--- config.mk ---
export PLATFORM = sky130hd
export DESIGN_NAME = aes_ctrl_fsms
export DESIGN_NICKNAME = d
export VERILOG_FILES = /design/src/rtl/aes_ctrl_pkg.sv /design/src/rtl/aes_encr_fsm.sv /design/src/rtl/aes_ctrl_fsms.sv
export SDC_FILE = /design/constraint.sdc
export NUM_CORES = 1
export LEC_CHECK = 0
export CORE_UTILIZATION = 40
export DETAILED_ROUTE_END_ITERATION = 8
export PLACE_DENSITY = 0.8
export SLEW_MARGIN = 0
export SYNTH_ARGS = -nofsm -noshare
export SYNTH_HDL_FRONTEND = slang
export SYNTH_HIERARCHICAL = 1
export SYNTH_SLANG_ARGS = --single-unit
export TNS_END_PERCENT = 1
--- constraint.sdc ---
create_clock -name clk -period 7.4 [get_ports clk]
set_input_delay 0.74 -clock clk [delete_from_list [all_inputs] [get_ports clk]]
set_output_delay 0.74 -clock clk [all_outputs]
set_load 0.005 [all_outputs]
--- src/rtl/aes_ctrl_pkg.sv ---
// Shared constants and state encodings for the AES-128 control unit.
// Imported by the main controller and by the encryption sequencer.
package aes_ctrl_pkg;

  localparam int DATA_W     = 128;
  localparam int NUM_ROUNDS = 10;
  localparam int RND_W      = 4;

  typedef enum logic [1:0] {
    M_IDLE    = 2'd0,
    M_LOAD    = 2'd1,
    M_PROCESS = 2'd2,
    M_SEND    = 2'd3
  } main_state_e;

  typedef enum logic [2:0] {
    E_IDLE  = 3'd0,
    E_ADD   = 3'd1,
    E_KEY   = 3'd2,
    E_SUB   = 3'd3,
    E_SHIFT = 3'd4,
    E_MIX   = 3'd5,
    E_DONE  = 3'd6
  } encr_state_e;

endpackage

--- src/rtl/aes_encr_fsm.sv ---
// Encryption step sequencer: walks the datapath through AddRoundKey, key expansion,
// SubBytes, ShiftRows and MixColumns, one strobe handshake per step; owns round_cnt.
module aes_encr_fsm #(
  parameter int NUM_ROUNDS = aes_ctrl_pkg::NUM_ROUNDS,
  parameter int RND_W      = aes_ctrl_pkg::RND_W
) (
  input  logic             clk,
  input  logic             reset,
  input  logic             start,
  input  logic             clr_round,
  input  logic             i_key_addition,
  input  logic             i_round_key_get_ready,
  input  logic             i_byte_subs,
  input  logic             i_shift_rows,
  input  logic             i_mix_columns,
  output logic [RND_W-1:0] round_cnt,
  output logic             o_add,
  output logic             o_calc_round_key,
  output logic             o_substitute,
  output logic             o_shift_rows,
  output logic             o_mix_columns,
  output logic             done
);
  import aes_ctrl_pkg::*;

  encr_state_e      state_r;
  encr_state_e      state_next_s;
  logic [RND_W-1:0] round_cnt_r;
  logic             last_round_s;
  logic             round_inc_s;
  logic             o_add_r;
  logic             o_calc_round_key_r;
  logic             o_substitute_r;
  logic             o_shift_rows_r;
  logic             o_mix_columns_r;
  logic             done_r;

  assign last_round_s = (round_cnt_r == RND_W'(NUM_ROUNDS));

  // Next-state logic: each step waits for its own strobe, all other strobes are ignored
  always_comb begin
    state_next_s = state_r;
    round_inc_s  = 1'b0;
    case (state_r)
      E_IDLE: begin
        if (start) state_next_s = E_ADD;
        else       state_next_s = state_r;
      end
      E_ADD: begin
        if (i_key_addition) begin
          if (last_round_s) state_next_s = E_DONE;
          else              state_next_s = E_KEY;
        end else begin
          state_next_s = state_r;
        end
      end
      E_KEY: begin
        if (i_round_key_get_ready) begin
          state_next_s = E_SUB;
          round_inc_s  = 1'b1;
        end else begin
          state_next_s = state_r;
        end
      end
      E_SUB: begin
        if (i_byte_subs) state_next_s = E_SHIFT;
        else             state_next_s = state_r;
      end
      E_SHIFT: begin
        // The final round skips MixColumns
        if (i_shift_rows) begin
          if (last_round_s) state_next_s = E_ADD;
          else              state_next_s = E_MIX;
        end else begin
          state_next_s = state_r;
        end
      end
      E_MIX: begin
        if (i_mix_columns) state_next_s = E_ADD;
        else               state_next_s = state_r;
      end
      E_DONE:  state_next_s = E_IDLE;
      default: state_next_s = E_IDLE;
    endcase
  end

  // State register with request outputs registered from the next state
  always_ff @(posedge clk or posedge reset) begin
    if (reset) begin
      state_r            <= E_IDLE;
      o_add_r            <= 1'b0;
      o_calc_round_key_r <= 1'b0;
      o_substitute_r     <= 1'b0;
      o_shift_rows_r     <= 1'b0;
      o_mix_columns_r    <= 1'b0;
      done_r             <= 1'b0;
    end else begin
      state_r            <= state_next_s;
      o_add_r            <= (state_next_s == E_ADD);
      o_calc_round_key_r <= (state_next_s == E_KEY);
      o_substitute_r     <= (state_next_s == E_SUB);
      o_shift_rows_r     <= (state_next_s == E_SHIFT);
      o_mix_columns_r    <= (state_next_s == E_MIX);
      done_r             <= (state_next_s == E_DONE);
    end
  end

  // Round counter: cleared when a new load begins, stepped on each round key
  always_ff @(posedge clk or posedge reset) begin
    if (reset) begin
      round_cnt_r <= {RND_W{1'b0}};
    end else if (clr_round) begin
      round_cnt_r <= {RND_W{1'b0}};
    end else if (round_inc_s && !last_round_s) begin
      round_cnt_r <= round_cnt_r + RND_W'(1);
    end
  end

  assign round_cnt        = round_cnt_r;
  assign o_add            = o_add_r;
  assign o_calc_round_key = o_calc_round_key_r;
  assign o_substitute     = o_substitute_r;
  assign o_shift_rows     = o_shift_rows_r;
  assign o_mix_columns    = o_mix_columns_r;
  assign done             = done_r;

endmodule

--- src/rtl/aes_ctrl_fsms.sv ---
// AES-128 control unit top: main load/process/send FSM plus the text and key registers,
// driving the encryption step sequencer.
module aes_ctrl_fsms #(
  parameter int DATA_W     = aes_ctrl_pkg::DATA_W,
  parameter int NUM_ROUNDS = aes_ctrl_pkg::NUM_ROUNDS,
  parameter int RND_W      = aes_ctrl_pkg::RND_W
) (
  input  logic              clk,
  input  logic              reset,
  input  logic              start,
  input  logic              i_done,
  input  logic              i_data_received_text,
  input  logic              i_data_received_key,
  input  logic [DATA_W-1:0] data,
  input  logic              i_byte_subs,
  input  logic              i_shift_rows,
  input  logic              i_mix_columns,
  input  logic              i_key_addition,
  input  logic              i_round_key_get_ready,
  output logic [RND_W-1:0]  round_cnt,
  output logic              o_add,
  output logic              o_substitute,
  output logic              o_shift_rows,
  output logic              o_mix_columns,
  output logic              o_calc_round_key,
  output logic              o_load,
  output logic              o_send,
  output logic [DATA_W-1:0] cipher_text,
  output logic [DATA_W-1:0] prime_key
);
  import aes_ctrl_pkg::*;

  main_state_e       main_r;
  main_state_e       main_next_s;
  logic              text_flag_r;
  logic              key_flag_r;
  logic [DATA_W-1:0] cipher_text_r;
  logic [DATA_W-1:0] prime_key_r;
  logic              o_load_r;
  logic              o_send_r;
  logic              enter_load_s;
  logic              enc_start_s;
  logic              enc_done_s;

  // Main next-state logic; start is only honoured from idle
  always_comb begin
    main_next_s  = main_r;
    enter_load_s = 1'b0;
    enc_start_s  = 1'b0;
    case (main_r)
      M_IDLE: begin
        if (start) begin
          main_next_s  = M_LOAD;
          enter_load_s = 1'b1;
        end else begin
          main_next_s = main_r;
        end
      end
      M_LOAD: begin
        if (text_flag_r && key_flag_r) begin
          main_next_s = M_PROCESS;
          enc_start_s = 1'b1;
        end else begin
          main_next_s = main_r;
        end
      end
      M_PROCESS: begin
        if (enc_done_s) main_next_s = M_SEND;
        else            main_next_s = main_r;
      end
      M_SEND: begin
        if (i_done) main_next_s = M_IDLE;
        else        main_next_s = main_r;
      end
      default: main_next_s = M_IDLE;
    endcase
  end

  // Main state register with registered load/send requests
  always_ff @(posedge clk or posedge reset) begin
    if (reset) begin
      main_r   <= M_IDLE;
      o_load_r <= 1'b0;
      o_send_r <= 1'b0;
    end else begin
      main_r   <= main_next_s;
      o_load_r <= (main_next_s == M_LOAD);
      o_send_r <= (main_next_s == M_SEND);
    end
  end

  // Load capture; a simultaneous key strobe loses to the text strobe on the shared bus
  always_ff @(posedge clk or posedge reset) begin
    if (reset) begin
      text_flag_r   <= 1'b0;
      key_flag_r    <= 1'b0;
      cipher_text_r <= {DATA_W{1'b0}};
      prime_key_r   <= {DATA_W{1'b0}};
    end else if (enter_load_s) begin
      text_flag_r <= 1'b0;
      key_flag_r  <= 1'b0;
    end else if (main_r == M_LOAD) begin
      if (i_data_received_text) begin
        cipher_text_r <= data;
        text_flag_r   <= 1'b1;
      end else if (i_data_received_key) begin
        prime_key_r <= data;
        key_flag_r  <= 1'b1;
      end
    end
  end

  aes_encr_fsm #(
    .NUM_ROUNDS (NUM_ROUNDS),
    .RND_W      (RND_W)
  ) u_encr_fsm (
    .clk                   (clk),
    .reset                 (reset),
    .start                 (enc_start_s),
    .clr_round             (enter_load_s),
    .i_key_addition        (i_key_addition),
    .i_round_key_get_ready (i_round_key_get_ready),
    .i_byte_subs           (i_byte_subs),
    .i_shift_rows          (i_shift_rows),
    .i_mix_columns         (i_mix_columns),
    .round_cnt             (round_cnt),
    .o_add                 (o_add),
    .o_calc_round_key      (o_calc_round_key),
    .o_substitute          (o_substitute),
    .o_shift_rows          (o_shift_rows),
    .o_mix_columns         (o_mix_columns),
    .done                  (enc_done_s)
  );

  assign cipher_text = cipher_text_r;
  assign prime_key   = prime_key_r;
  assign o_load      = o_load_r;
  assign o_send      = o_send_r;

endmodule

==> results.py, run 1 <==
metrics = {
    "cts": {
        "cts.sinks": 275,
        "cts_buffers": 30,
        "clk_latency_ns": 0.54,
        "post-cts-setup-buffer-count": 0,
        "htree_num_levels": 1,
        "cts_root_buf": "clkbuf_16",
        "path_clk_slew_ns": 0.06,
        "hold_buffers": 0,
        "cts_tree": "done",
        "cts_resized": 0,
        "cts.path.max_buffers": 3,
    },
    "global_route": {
        "grt_pass1_vias": 7247,
        "grt_max_degree": 174,
        "track_usage_pct": 19.5,
        "grt_overflow": 0,
        "grt_pass1_wl_um": 40700,
        "antenna_found_initial": 1,
    },
    "cells_and_area": {
        "area_growth_pct": 50.7,
        "num-nets-final": 1175,
        "drive_gt1_share_pct": 21.0,
        "final_area_um2": 15800,
    },
    "timing": {
        "tns_ns": 0,
        "fmax_ghz": 0.354,
        "slew_headroom_pct": 36.2,
        "hold_violations": 0,
        "setup_viol": 0,
        "clock_skew_ns": 0.00990,
        "holdWs_ns": 0.484,
        "tightest_slew_ns": 0.958,
        "rsz0062_at_grt": "false",
        "drv_slew": 0,
        "min_period_over_period_pct": 38.2,
        "min_period_ns": 2.83,
    },
    "die": {
        "die_h_um": 164,
        "row_count": 58,
        "io_pins": 406,
        "initial_core_util_pct": 41.2,
        "coreArea_um2": 25500,
        "die-area_um2": 26900,
        "die_x_um": 164,
    },
    "job": {
        "max_cap_violations": 0,
    },
    "route": {
        "drc": 0,
        "routed-via-count": 6688,
        "drt-total-wl_um": 26600,
        "drt_iter0_drc": 315,
        "postRouteAntennaNets": 0,
        "drt_first_pass_iters": 4,
        "viasPerCell": 4.82,
        "wire_per_inst_um": 19.2,
    },
    "synth": {
        "synth_area_um2": 10500,
        "ys_async_sr_fraction_pct": 100,
        "synth_nets": 764,
        "ys_top_cells_by_count": "dfrtp_1, mux2_2, mux2_1",
        "ys_types": 37,
        "synth-seq-area-share_pct": 65.6,
        "yosysWarnings": 6,
        "synth_cells": 623,
        "synth_edf_count": 0,
        "synth.avg_cell_area_um2": 16.8,
        "ys_top_cells_by_area": "dfrtp_1, mux2_2, mux2_1",
        "ys.flop_type": "dfrtp_1",
        "yosysMostFrequentCell": "dfrtp_1",
        "synth_seq_cells": 275,
        "synth_top_area_share_pct": 65.6,
        "yosys.area.top_type": "dfrtp_1",
    },
    "worst_setup_path": {
        "critical_path_class": "input pin to flop",
        "critPathArrivalTime_ns": 3.24,
        "crit_required_ns": 7.81,
        "start_kind": "input pin",
        "cp_max_fo": 66,
        "critical_path.endpoint_type": "flop",
    },
    "power": {
        "powerDensity_nw_per_um2": 447,
        "ir_drop_mv": 0.308,
        "p_leak_nw": 6.68,
    },
    "placement": {
        "finalWeightedCongestion": 0.813,
        "dp_hpwl_um": 19100,
        "placed_area_um2": 14700,
        "portBuffers": 405,
    },
    "outcome": {
        "status": "finished, final reports clean",
    },
    "worst_hold_path": {
        "min_path_type": "flop to flop",
    },
}
## sequential cells by signal, indices dropped and copies added (netlist names)
name,cells
cipher_text,128
key_flag_r,1
main_r,2
o_load,1
o_send,1
prime_key,128
text_flag_r,1
u_encr_fsm/done,1
u_encr_fsm/o_add,1
u_encr_fsm/o_calc_round_key,1
u_encr_fsm/o_mix_columns,1
u_encr_fsm/o_shift_rows,1
u_encr_fsm/o_substitute,1
u_encr_fsm/round_cnt,4
u_encr_fsm/state_r,3
## final timing paths
| path | to | start | slack [ns] | cells past startpoint |
|---|---|---|---|---|
| setup / recovery | prime_key[48] | i_data_received_text | 4.57 | 4 |
| hold / removal | cipher_text[21] | cipher_text[21] | 0.48 | 1 |
| setup reg to reg | prime_key[48] | main_r[1] | 4.81 | 3 |
| hold reg to reg | cipher_text[21] | cipher_text[21] | 0.48 | 1 |
| max in group asynchronous | prime_key[15] | reset | 5.57 | 3 |
| min in group asynchronous | prime_key[8] | reset | 0.57 | 2 |
## power by group
group | leakage (nW) | total (mW) | switching [mW] | internal (mW)
registers | 3.29 | 2.68 | 0.423 | 2.26
logic | 2.87 | 2.79 | 0.896 | 1.89
clock network | 0.525 | 1.59 | 0.603 | 0.991
## worst max-delay path: stages
cell             delay [ns]
clkdlybuf4s50_1        0.56
nand4bb_4              0.59
buf_4                  0.83
mux2_2                 0.42
## stage by stage
step	utilization, %	worst slack (ns)	cells	power (mW)
after detailed placement	57.8	4.03	1332	5.53
after global routing	62.1	4.46	1388	7.46
after floorplan	-	3.20	623	3.68
after CTS	62.1	4.57	1387	7.16
after global placement	57.8	4.05	1332	5.43
final	62.1	4.57	1388	7.07
## cell families after synthesis
kind of cell / share of synthesized area (%)
buf+inv: 3.19
compound gates: 0.870
simple gates: 2.11
xor+xnor: 0.250
fa+ha+maj: 0.238
flops: 65.6
mux: 27.8
## final cells by class
class / instances / area (um2)
inverters: 8 / 33.8
clock inverters: 17 / 235
flip-flops and latches: 275 / 6880
repair buffers: 410 / 4100
fillers: 1865 / 9650
clock buffers: 38 / 852
well taps: 330 / 413
multi-input cells: 309 / 3300
diodes: 1 / 2.50
## cells in the final DEF, fill, tap and decap left out, types with 5 or more instances in the layout
cell             count
mux2_2             155
nand2_1              5
clkinvlp_4           5
nor2_1               6
bufinv_16            5
mux2_1             101
dfrtp_1            275
clkdlybuf4s50_1    405
clkbuf_8             5
inv_1                7
clkbuf_16           31
## layer usage
| layer | global-route usage [%] | up-vias | routed length [um] |
|---|---|---|---|
| li1 | - | 3028 | - |
| met1 | 22.3 | 3354 | 10000 |
| met2 | 34.3 | 279 | 13400 |
| met3 | 7.32 | 27 | 2790 |
| met4 | 5.05 | 0 | 421 |
| met5 | 0 | - | 0 |
(Power assumes the default switching activity.)
==> run 2, diff against run 1 <==
clock period = 2.35 ns   (was 7.4 ns; I/O delays follow)
==> run 2 against run 1 <==
Compared with the run above:
- power increased to 3.1 times the previous value
- clock skew is 0.0057 ns higher
- register-to-register slack worse by 4.2 ns
- flip-flop and latch count did not move
- combinational power increased to 3.2 times the previous value
- final cell count up 0.79%
- first-iteration DRC count shrank 7.6%
- global-route usage is 0.39 points higher
- die area stayed put
- clock power rose to 2.9 times the previous value
- wire length grew 1.9%
- critical path depth is 3 lower
- largest cell class unchanged
==> results.py, run 2 (synthesis results as in run 1) <==
metrics = {
    "worst_setup_path": {
        "r2r_cells": 3,
        "max_stage_delay_ns": 0.57,
        "cp_max_fo": 5,
        "critPathArrivalTime_ns": 1.55,
        "reg2reg_setup_slack_ns": 0.57,
        "crit_required_ns": 2.12,
        "crit_buf_inv": 1,
        "critPathSlowestCell": "clkdlybuf4s50_1",
        "path_cells": "clkdlybuf4s50_1",
        "reg2reg_from": "main_r[1]",
        "start_kind": "flop",
        "critical-path-top-delay-family": "buffers and inverters",
        "critical_path.endpoint_type": "output port",
        "critical_path_class": "flop to output port",
        "r2r_end": "prime_key[70]",
    },
    "timing": {
        "tns_ns": 0,
        "fmax_ghz": 0.561,
        "rsz0062_at_grt": "false",
        "slew_headroom_pct": 55.8,
        "tightest_slew_ns": 0.661,
        "drv_slew": 0,
        "hold_violations": 0,
        "clock_skew_ns": 0.0156,
        "holdWs_ns": 0.311,
        "setup_viol": 0,
        "postLayoutSetupSlackWorst_ns": 0.566,
        "min_period_ns": 1.78,
        "min_period_over_period_pct": 75.9,
    },
    "cells_and_area": {
        "area_growth_pct": 51.8,
        "n_fill_cell": 1869,
        "num_antenna_cells": 0,
        "drive_gt1_share_pct": 21.3,
        "layout_common_cells": "clkdlybuf4s50_1, dfrtp_1, mux2_2, mux2_1, clkbuf_16",
        "num-nets-final": 1191,
        "layout_commonest_cell": "clkdlybuf4s50_1",
        "regArea_um2": 6880,
        "multi_input_area_um2": 3300,
        "final_area_um2": 15900,
    },
    "cts": {
        "path_clk_slew_ns": 0.06,
        "cts.path.max_buffers": 3,
        "cts_tree": "done",
        "htree_num_levels": 1,
        "clk_latency_ns": 0.54,
        "hold_buffers": 1,
        "post-cts-setup-buffer-count": 0,
        "cts_buffers": 30,
        "cts_resized": 0,
        "cts_root_buf": "clkbuf_16",
        "cts.sinks": 275,
    },
    "worst_hold_path": {
        "whs_endpoint": "cipher_text[107]",
        "whs_path_depth": 2,
        "hp-start": "data[107]",
        "min_path_type": "input pin to flop",
    },
    "route": {
        "drt_first_pass_iters": 4,
        "postRouteAntennaNets": 0,
        "wire_per_inst_um": 19.4,
        "viasPerCell": 4.86,
        "routed-via-count": 6800,
        "drt-total-wl_um": 27100,
        "drc": 0,
        "drt_iter0_drc": 291,
    },
    "die": {
        "initial_core_util_pct": 41.2,
        "die_h_um": 164,
        "row_count": 58,
        "die_x_um": 164,
        "die-area_um2": 26900,
        "coreArea_um2": 25500,
        "io_pins": 406,
    },
    "placement": {
        "portBuffers": 405,
        "dp_hpwl_um": 19500,
        "finalWeightedCongestion": 0.787,
        "place_ws_ns": 0.329,
        "placed_area_um2": 14900,
    },
    "global_route": {
        "track_usage_pct": 19.9,
        "grt_max_degree": 101,
        "grt_pass1_vias": 7454,
        "grt_pass1_wl_um": 41500,
        "grt_overflow": 0,
        "antenna_found_initial": 0,
    },
    "power": {
        "powerDensity_nw_per_um2": 1380,
        "p_leak_nw": 6.75,
        "ir_drop_mv": 0.930,
        "p_sw_share_pct": 27.3,
        "seqPwrFrac_pct": 38.4,
        "pwr-share-comb_pct": 40.6,
        "p_total_mw": 22.0,
        "p_clk_share_pct": 21.0,
        "intPower_mw": 16.0,
        "p_switching_mw": 6.00,
    },
    "outcome": {
        "status": "finished, final reports clean",
    },
    "job": {
        "max_cap_violations": 0,
    },
}
## run 2: cell count changes in the layout (fill, tap and decap cells not counted), sizes merged
cell,delta
dlygate4sd3,+1
clkbuf,+6
inv,-2
diode,-1
buf,+15
clkinvlp,-2
bufinv,-3
clkinv,-3
## run 2: metal layers
metal	wire, um	track usage [%]
met5	0	0
met4	524	4.46
met2	13500	34.9
met1	10400	23.4
met3	2640	6.92
## run 2: layout make-up
cell class	instances	area share (%)
flip-flops and latches	275	43.2
well taps	330	2.59
multi-input cells	309	20.7
clock buffers	44	5.55
clock inverters	7	0.589
repair buffers	426	27.2
inverters	8	0.212
## run 2: how the worst max path moves through the flow
stage	cells after the start	endpoint	slack, ns	start
after CTS	1	round_cnt[1]	0.55	u_encr_fsm/round_cnt[1]
after global routing	3	prime_key[70]	0.49	main_r[1]
final	1	round_cnt[1]	0.57	u_encr_fsm/round_cnt[1]
after global placement	4	prime_key[42]	0.36	i_data_received_text
after detailed placement	4	prime_key[17]	0.33	i_data_received_text
after floorplan	1	cipher_text[0]	-1.34	reset
## run 2: metrics by stage
stage	utilization, %	instances
2_1_floorplan	-	623
3_3_place_gp	58.7	1347
3_5_place_dp	58.7	1347
4_1_cts	62.5	1399
5_1_grt	62.5	1399
6_report	62.5	1399
## run 2: power by group through the flow
stage | Combinational, mW | Sequential [mW] | Clock [mW]
after floorplan | 3.07 | 8.52 | 0
after global placement | 8.81 | 8.39 | 0
after detailed placement | 8.97 | 8.50 | 0
after CTS | 9.06 | 8.46 | 4.74
after global routing | 9.55 | 8.74 | 4.91
final | 8.92 | 8.44 | 4.61
